[src/rtl/wb_stage.sv]
// wb_stage: writeback stage of the pipeline.
// Owns the 16x16 register file (two combinational read ports with
// write-through bypass), resolves jumps into a redirect plus squash window,
// emits a print pulse on writes to r0, counts retired instructions and halts
// on illegal opcodes.
//
// Ports:
//   clk, rst              clock, synchronous active-high reset
//   x2_valid/ins/pc/result beat from the execute unit's x2 stage
//   rd_addr_1/2, rd_data_1/2  operand read ports (data is combinational)
//   redirect_valid/pc     one-cycle fetch restart request
//   print_valid/data      one-cycle character output on a write to r0
//   halted                sticky halt flag
//   retired_count         retired-instruction counter (wraps)
module wb_stage #(
  parameter int unsigned N_SQUASH = 3,
  parameter int unsigned CNT_W    = 32
) (
  input  logic             clk,
  input  logic             rst,
  input  logic             x2_valid,
  input  logic [15:0]      x2_ins,
  input  logic [15:0]      x2_pc,
  input  logic [15:0]      x2_result,
  input  logic [3:0]       rd_addr_1,
  input  logic [3:0]       rd_addr_2,
  output logic [15:0]      rd_data_1,
  output logic [15:0]      rd_data_2,
  output logic             redirect_valid,
  output logic [15:0]      redirect_pc,
  output logic             print_valid,
  output logic [7:0]       print_data,
  output logic             halted,
  output logic [CNT_W-1:0] retired_count
);

  localparam int unsigned SQ_W = (N_SQUASH > 0) ? $clog2(N_SQUASH + 1) : 1;

  typedef enum logic [1:0] {RUN, SQUASH, HALTED} state_t;

  state_t            state, state_d;
  logic [SQ_W-1:0]   sq_cnt, sq_cnt_d;
  logic [15:0]       regs [16];

  logic              redirect_valid_d, print_valid_d, halted_d;
  logic [15:0]       redirect_pc_d;
  logic [7:0]        print_data_d;
  logic [CNT_W-1:0]  count_d;

  logic [3:0]        op, sub, rt;
  logic              cls_write, cls_jump, cls_illegal;
  logic              accept, wr_en, jump_taken;

  // ra field is not needed at writeback
  logic              unused_ra;
  assign unused_ra = ^x2_ins[11:8];

  assign op  = x2_ins[15:12];
  assign sub = x2_ins[7:4];
  assign rt  = x2_ins[3:0];

  // Instruction class decode; memory ops fall through as plain retires
  always_comb begin
    cls_write   = 1'b0;
    cls_jump    = 1'b0;
    cls_illegal = 1'b0;
    case (op)
      4'h0, 4'h1, 4'h2, 4'h3, 4'h7, 4'hE: cls_write = 1'b1;
      4'h6: begin
        if (sub <= 4'd3) cls_jump = 1'b1;
        else             cls_illegal = 1'b1;
      end
      4'h4, 4'hC, 4'hD: ;
      default: cls_illegal = 1'b1;
    endcase
  end

  assign accept     = (state == RUN) && x2_valid;
  assign wr_en      = accept && cls_write && (rt != 4'd0);
  assign jump_taken = accept && cls_jump && (x2_result != (x2_pc + 16'd2));

  // Read port with write-through bypass; r0 is hardwired to zero
  function automatic logic [15:0] read_port(input logic [3:0] addr);
    if (addr == 4'd0)                return 16'd0;
    else if (wr_en && (addr == rt))  return x2_result;
    else                             return regs[addr];
  endfunction

  assign rd_data_1 = read_port(rd_addr_1);
  assign rd_data_2 = read_port(rd_addr_2);

  // Next-state and registered-output logic
  always_comb begin
    state_d          = state;
    sq_cnt_d         = sq_cnt;
    redirect_valid_d = 1'b0;
    redirect_pc_d    = redirect_pc;
    print_valid_d    = 1'b0;
    print_data_d     = print_data;
    halted_d         = halted;
    count_d          = retired_count;
    case (state)
      RUN: begin
        if (x2_valid) begin
          if (cls_illegal) begin
            halted_d = 1'b1;
            state_d  = HALTED;
          end else begin
            count_d = retired_count + CNT_W'(1);
            if (cls_write && (rt == 4'd0)) begin
              print_valid_d = 1'b1;
              print_data_d  = x2_result[7:0];
            end
            if (jump_taken) begin
              redirect_valid_d = 1'b1;
              redirect_pc_d    = x2_result;
              sq_cnt_d         = SQ_W'(N_SQUASH);
              state_d          = (N_SQUASH == 0) ? RUN : SQUASH;
            end
          end
        end
      end
      SQUASH: begin
        // Only real beats consume the squash window
        if (x2_valid) begin
          sq_cnt_d = sq_cnt - SQ_W'(1);
          if (sq_cnt <= SQ_W'(1)) state_d = RUN;
        end
      end
      HALTED: ;
      default: state_d = RUN;
    endcase
  end

  // State and output registers
  always_ff @(posedge clk) begin
    if (rst) begin
      state          <= RUN;
      sq_cnt         <= '0;
      redirect_valid <= 1'b0;
      redirect_pc    <= 16'd0;
      print_valid    <= 1'b0;
      print_data     <= 8'd0;
      halted         <= 1'b0;
      retired_count  <= '0;
    end else begin
      state          <= state_d;
      sq_cnt         <= sq_cnt_d;
      redirect_valid <= redirect_valid_d;
      redirect_pc    <= redirect_pc_d;
      print_valid    <= print_valid_d;
      print_data     <= print_data_d;
      halted         <= halted_d;
      retired_count  <= count_d;
    end
  end

  // Register file storage
  always_ff @(posedge clk) begin
    if (rst) begin
      for (int i = 0; i < 16; i++) regs[i] <= 16'd0;
    end else if (wr_en) begin
      regs[rt] <= x2_result;
    end
  end

endmodule

[config.mk]
export PLATFORM = sky130hd
export DESIGN_NAME = wb_stage
export DESIGN_NICKNAME = d
export VERILOG_FILES = /design/src/rtl/wb_stage.sv
export SDC_FILE = /design/constraint.sdc
export NUM_CORES = 1
export LEC_CHECK = 0
export ABC_AREA = 1
export BUFFER_PORTS_ARGS = -buffer_cell sky130_fd_sc_hd__buf_2
export CAP_MARGIN = 20
export CORE_MARGIN = 10
export CORE_UTILIZATION = 55
export CTS_CLUSTER_DIAMETER = 200
export DETAILED_ROUTE_END_ITERATION = 8
export GPL_ROUTABILITY_DRIVEN = 0
export PLACE_DENSITY = 0.75
export SYNTH_ARGS = -nofsm -noshare
export SYNTH_HDL_FRONTEND = slang
export SYNTH_SLANG_ARGS = --single-unit
[constraint.sdc]
create_clock -name clk -period 2.3 [get_ports clk]
set_input_delay 0.46 -clock clk [delete_from_list [all_inputs] [get_ports clk]]
set_output_delay 0.46 -clock clk [all_outputs]
set_load 0.1 [all_outputs]
# Yosys cells after proc, flatten, opt, wreduce, memory -nomap -nowiden

Memories as Yosys holds them, arrays and structs flattened.
Cells that the tools add are included.

Add/subtract/negate cells: 3
Shift-type cells: 0
Div/mod/pow operators: 0
Bitwise logic cells: 4
$lt $le $gt $ge: 2
Reduce and logical (&&, ||, !) cells: 25
Multiplexer cells: 30
$mul: 0
Equality and inequality tests: 20

Operators with widths:

| operator                | number |
|---|---|
| $mux W16                | 5 |
| $add A32 B1 Y32 const B | 1 |
| $mux W2                 | 9 |
| $add A16 B2 Y16 const B | 1 |
| $logic_not A4 Y1        | 4 |
| $ne A16 B16 Y1          | 1 |
| $reduce_or A16 Y1       | 1 |
| $eq A4 B3 Y1 const B    | 3 |
| $eq A4 B4 Y1 const B    | 3 |
| $mux W1                 | 12 |
| $ne A2 B2 Y1 const B    | 5 |
| $reduce_and A5 Y1       | 2 |
| $reduce_or A9 Y1        | 1 |
| $eq A4 B2 Y1 const B    | 2 |
| $eq A4 B4 Y1            | 2 |
| $logic_and A1 B1 Y1     | 8 |
| $reduce_and A4 Y1       | 2 |
| $pmux W2 S3             | 1 |
| $reduce_and A3 Y1       | 2 |
| $reduce_or A6 Y1        | 1 |
| $eq A4 B1 Y1 const B    | 1 |
| $le A4 B2 Y1 const B    | 1 |
| $mux W4                 | 1 |
| $not A1 Y1              | 4 |
| other kinds (11)        | 11 |

RAM bits: 256
Latch bits: 0
Memories: 1
Output and inout port bits: 91
Register bits: 63
Logic and storage cells: 93
ROM bits: 0
Input bits: 59

Memories:

| name | words | bits a word | rd ports | clocked after memory_dff | write ports | RTL line | text |
|---|---|---|---|---|---|---|---|
| regs | 16    | 16          | 2        | 0                        | 16          | 43       | `logic [15:0] regs [16];` |

# Depth between registers and ports, before layout

Word-level depth: 10
Depth in mapped cells: 15
Mapped depth without buffers: 14

# Worst setup path after synthesis

Ideal clock, no wire load.

Path type: input -> output
Start point: input port rd_addr_1[1]
End point: output port rd_data_1[11]
Slack: -1,306 ps
Arrival time: 3,146 ps
Stages: 8
Data required time: 1,840 ps
Cells stage by stage: inv_1 -> buf_2 -> buf_1 -> buf_1 -> a21oi_1 -> o21ai_0 -> nand3_1 -> a41oi_1

Word-level cells in the longest chain between the ends: 4
Elaborated cells on any way between the ends: 6
Classes of those cells: 1 x eq/ne; 2 x mux; 2 x reduce/logical; 1 x memory

Ends and longest elaborated chain:

| item                                                    | RTL line | text |
|---|---|---|
| from (decl)                                             | 25       | `input logic [3:0] rd_addr_1,` |
| branches (longest 3 deep; another with $mem_v2 Z16 W16) | n/a      |  |
| $mux W16 (*)                                            | 84       | `if (addr == 4'd0) return 16'd0;` |
| to (decl)                                               | 27       | `output logic [15:0] rd_data_1,` |

Mark *: on every way between the ends.

# Worst setup path in the final report

Start point: register state[0]
End point: output port rd_data_2[11]

Word-level cells in the longest chain between the ends: 7

Ends and longest elaborated chain:

| item                              | RTL line | text |
|---|---|---|
| from (decl)                       | 41       | `state_t state, state_d;` |
| from (signal assigned)            | 147      | `state <= state_d;` |
| $logic_not A2 Y1                  | 78       | `assign accept = (state == RUN) && x2_valid;` |
| $logic_and A1 B1 Y1               | 78       |  |
| $logic_and A1 B1 Y1 (2 in series) | 79       | `assign wr_en = accept && cls_write && (rt != 4'd0);` |
| $logic_and A1 B1 Y1               | 85       | `else if (wr_en && (addr == rt)) return x2_result;` |
| $mux W16                          | 85       |  |
| $mux W16                          | 84       |  |
| to (decl)                         | 28       | `output logic [15:0] rd_data_2,` |

No other way between the ends.

==> reports/results.ini <==
[outcome]
status=complete, but fails checks
violations=negative setup slack

[setup_path]
r2r_cells=16
r2r_slack_ns=0.15
worstPathMaxFanout=13
worstSetupPathType=register to output pin
cp-start-kind=register
worst_ep_arrival_time_ns=2.41
cp-end-kind=output pin
r2r-end=sq_cnt[0]
r2r_start=state[0]
required_ns=1.84

[cts]
h-tree-depth=2
worstSkewPairLatency_ns=0.53
cts_root_buf=clkbuf_16
cts_tree=yes
cts.sinks=319
cts_made_buffers=36
clockBufferDepth=3
clk_pin_slew_worst_paths_ns=0.06
hold_buffers=0

[routing]
avgRoutedWirePerCell_um=22.0
final_antenna_net_count=0
first_pass_iters=7
first_iter_violations=2504
drcViolationCount=0
via_per_inst=6.26
wl_mm=63.7
vias=18112

[finish]
area_growth_syn_to_layout_pct=32.4
final_cell_mix=342 x nand2_1, 337 x nor2_1, 256 x edfxtp_1
regArea_um2=8960
multi_input_area_um2=8190
fin_area_um2=23300
fillerInstances=2185
final_core_util=0.739
layout_commonest_cell=nand2_1
drive_gt1_frac=0.217
nNetsFinal=2526

[power_and_ir_drop]
finalPower_uw=15600
vdd_ir_drop_max_v=0.000552
pwr_density_cell_nw_per_um2=669
leakagePower_uw=0.00942

[worst_hold_path]
hold_end=redirect_pc[0]
hold_path_class=input port to register
min_path_cells=3
min_from=x2_result[0]

[die]
die_x_um=199
die_h_um=199
rows=65
ios=150
start_util=0.558
core_um2=31600
fp.dieArea_um2=39600

[logic_synthesis]
synth_fa_ha_area_frac=0.00213
avgSynthCellArea_um2=8.04
synth_xor_area_frac=0.0204
synthCells=2191
syn-cell-area_um2=17600
synthMuxAreaShare=0
synth-seq-cells=319
yosys_warnings=0
ys_types=38
synth_top_family_by_area=compound AO/OA/AOI/OAI gates
synth_compound_area_frac=0.199
yosysSeqAreaShare=0.508
yosys.area_share.simple=0.195

[sta]
timing.hold.ws_ns=0.243
worst_slew_pin_slew_ns=0.779
rsz0062_at_grt=yes
fin_skew_ns=0.0189
fin_crit_ns=2.87
finalCritPeriodShare=1.25
finalMaxSlewViolations=0
fin_ws_ns=-0.569
fmax_mhz=349
max_slew_margin=0.481
setup_viol=32
hold_viol=0

[global_routing]
grt_pass1_vias=17981
antenna_found_initial=0
grt-ovfl-total=0
grt_pass1_wl_mm=96.7
gr-usage-all-layers=0.313
grt_max_degree=57

[place]
place_ws_ns=-0.355
place_area_um2=21600
dp_hpwl_mm=43.4
portBuffers=143

[run]
cap_violations=0

[registers in the layout, summed over array words and instances (netlist names)]
name            cells
print_data          8
print_valid         1
retired_count      32
redirect_pc        16
sq_cnt              2
state               2
regs              256
redirect_valid      1
halted              1
[critical path, cell delays in order, from the launching register on]
cell     delay [ns]
dfxtp_4        0.34
nor2_1         0.08
nand2_1        0.10
inv_2          0.08
nand2_2        0.06
nor2_4         0.15
buf_6          0.13
nand3_4        0.16
buf_12         0.23
o21ai_0        0.16
buf_4          0.15
a21oi_4        0.04
buf_12         0.18
[layout make-up]
class                           instances  area share
Clock inverter                         20      0.0101
Timing Repair Buffer                  378       0.159
Tap cell                              402      0.0216
Sequential cell                       319       0.384
Antenna cell                            1    0.000107
Clock buffer                           46      0.0425
Inverter                              190      0.0309
Multi-Input combinational cell       1539       0.351
[per-stage QoR]
stage,setup TNS [ns],instances
after floorplan,-4.30,2206
after global placement,-11.65,2813
after detailed placement,-12.83,2813
after CTS,-21.83,2900
after global routing,-17.88,2894
final,-15.55,2895
[timing repair]
| action | CTS | global route |
|---|---|---|
| pin swaps | 18 | 4 |
| resized for setup | 70 | 19 |
| gates cloned | 4 | 0 |
| setup endpoints to repair | 32 | 54 |
| buffers inserted | 17 | 2 |
[kinds of logic after synthesis]
group,Yosys count
and+or+nand+nor,843
AOI/OAI and AO/OA,636
buffers and inverters,348
DFF,319
xor gates and xnor gates,41
adders and majority gates,3
other,1
[worst max-delay path by stage]
stage | start | endpoint
final | state[0] | rd_data_2[11]
after global routing | state[0] | rd_data_2[10]
after CTS | state[0] | rd_data_2[10]
after detailed placement | rd_addr_2[0] | rd_data_2[8]
after global placement | x2_ins[12] | rd_data_2[14]
after floorplan | x2_ins[3] | rd_data_1[11]
[cell usage after synthesis (all sizes together)]
cell	n	area share
a21oi	261	0.074
nand4	21	0.0075
edfxtp	256	0.44
xnor2	14	0.0070
nor3b	4	0.0017
nand2b	1	0.00036
xor2	27	0.013
nand3	86	0.024
and3	1	0.00036
nor2	346	0.075
o21bai	1	0.0011
ha	3	0.0021
a221oi	5	0.0025
clkinv	7	0.0015
o21ai	249	0.071
dfxtp	63	0.072
conb	1	0.00021
nor4	7	0.0025
clkbuf	132	0.028
buf	26	0.0068
nor3	17	0.0054
or2	1	0.00036
a41oi	16	0.0080
a31oi	7	0.0025
inv	183	0.039
o22ai	20	0.0071
nand2	358	0.076
o211ai	59	0.025
nand3b	1	0.00043
a211oi	18	0.0077
[per-layer routing]
layer / wire, um / vias up / track usage / share of wire
met4: 3710 / 0 / 0.183 / 0.058
met2: 29900 / 1280 / 0.507 / 0.47
met1: 23000 / 8507 / 0.378 / 0.36
met5: 0 / - / 0 / 0
li1: - / 8053 / - / -
met3: 7170 / 272 / 0.0679 / 0.11
[report_power, final]
group          switching (uW)  total [uW]  internal [uW]
clock                    2370        6000           3620
sequential               92.5        6500           6410
combinational            2020        3090           1080
total                    4480       15600          11100
Note: power is estimated with default switching activity, not from simulation.
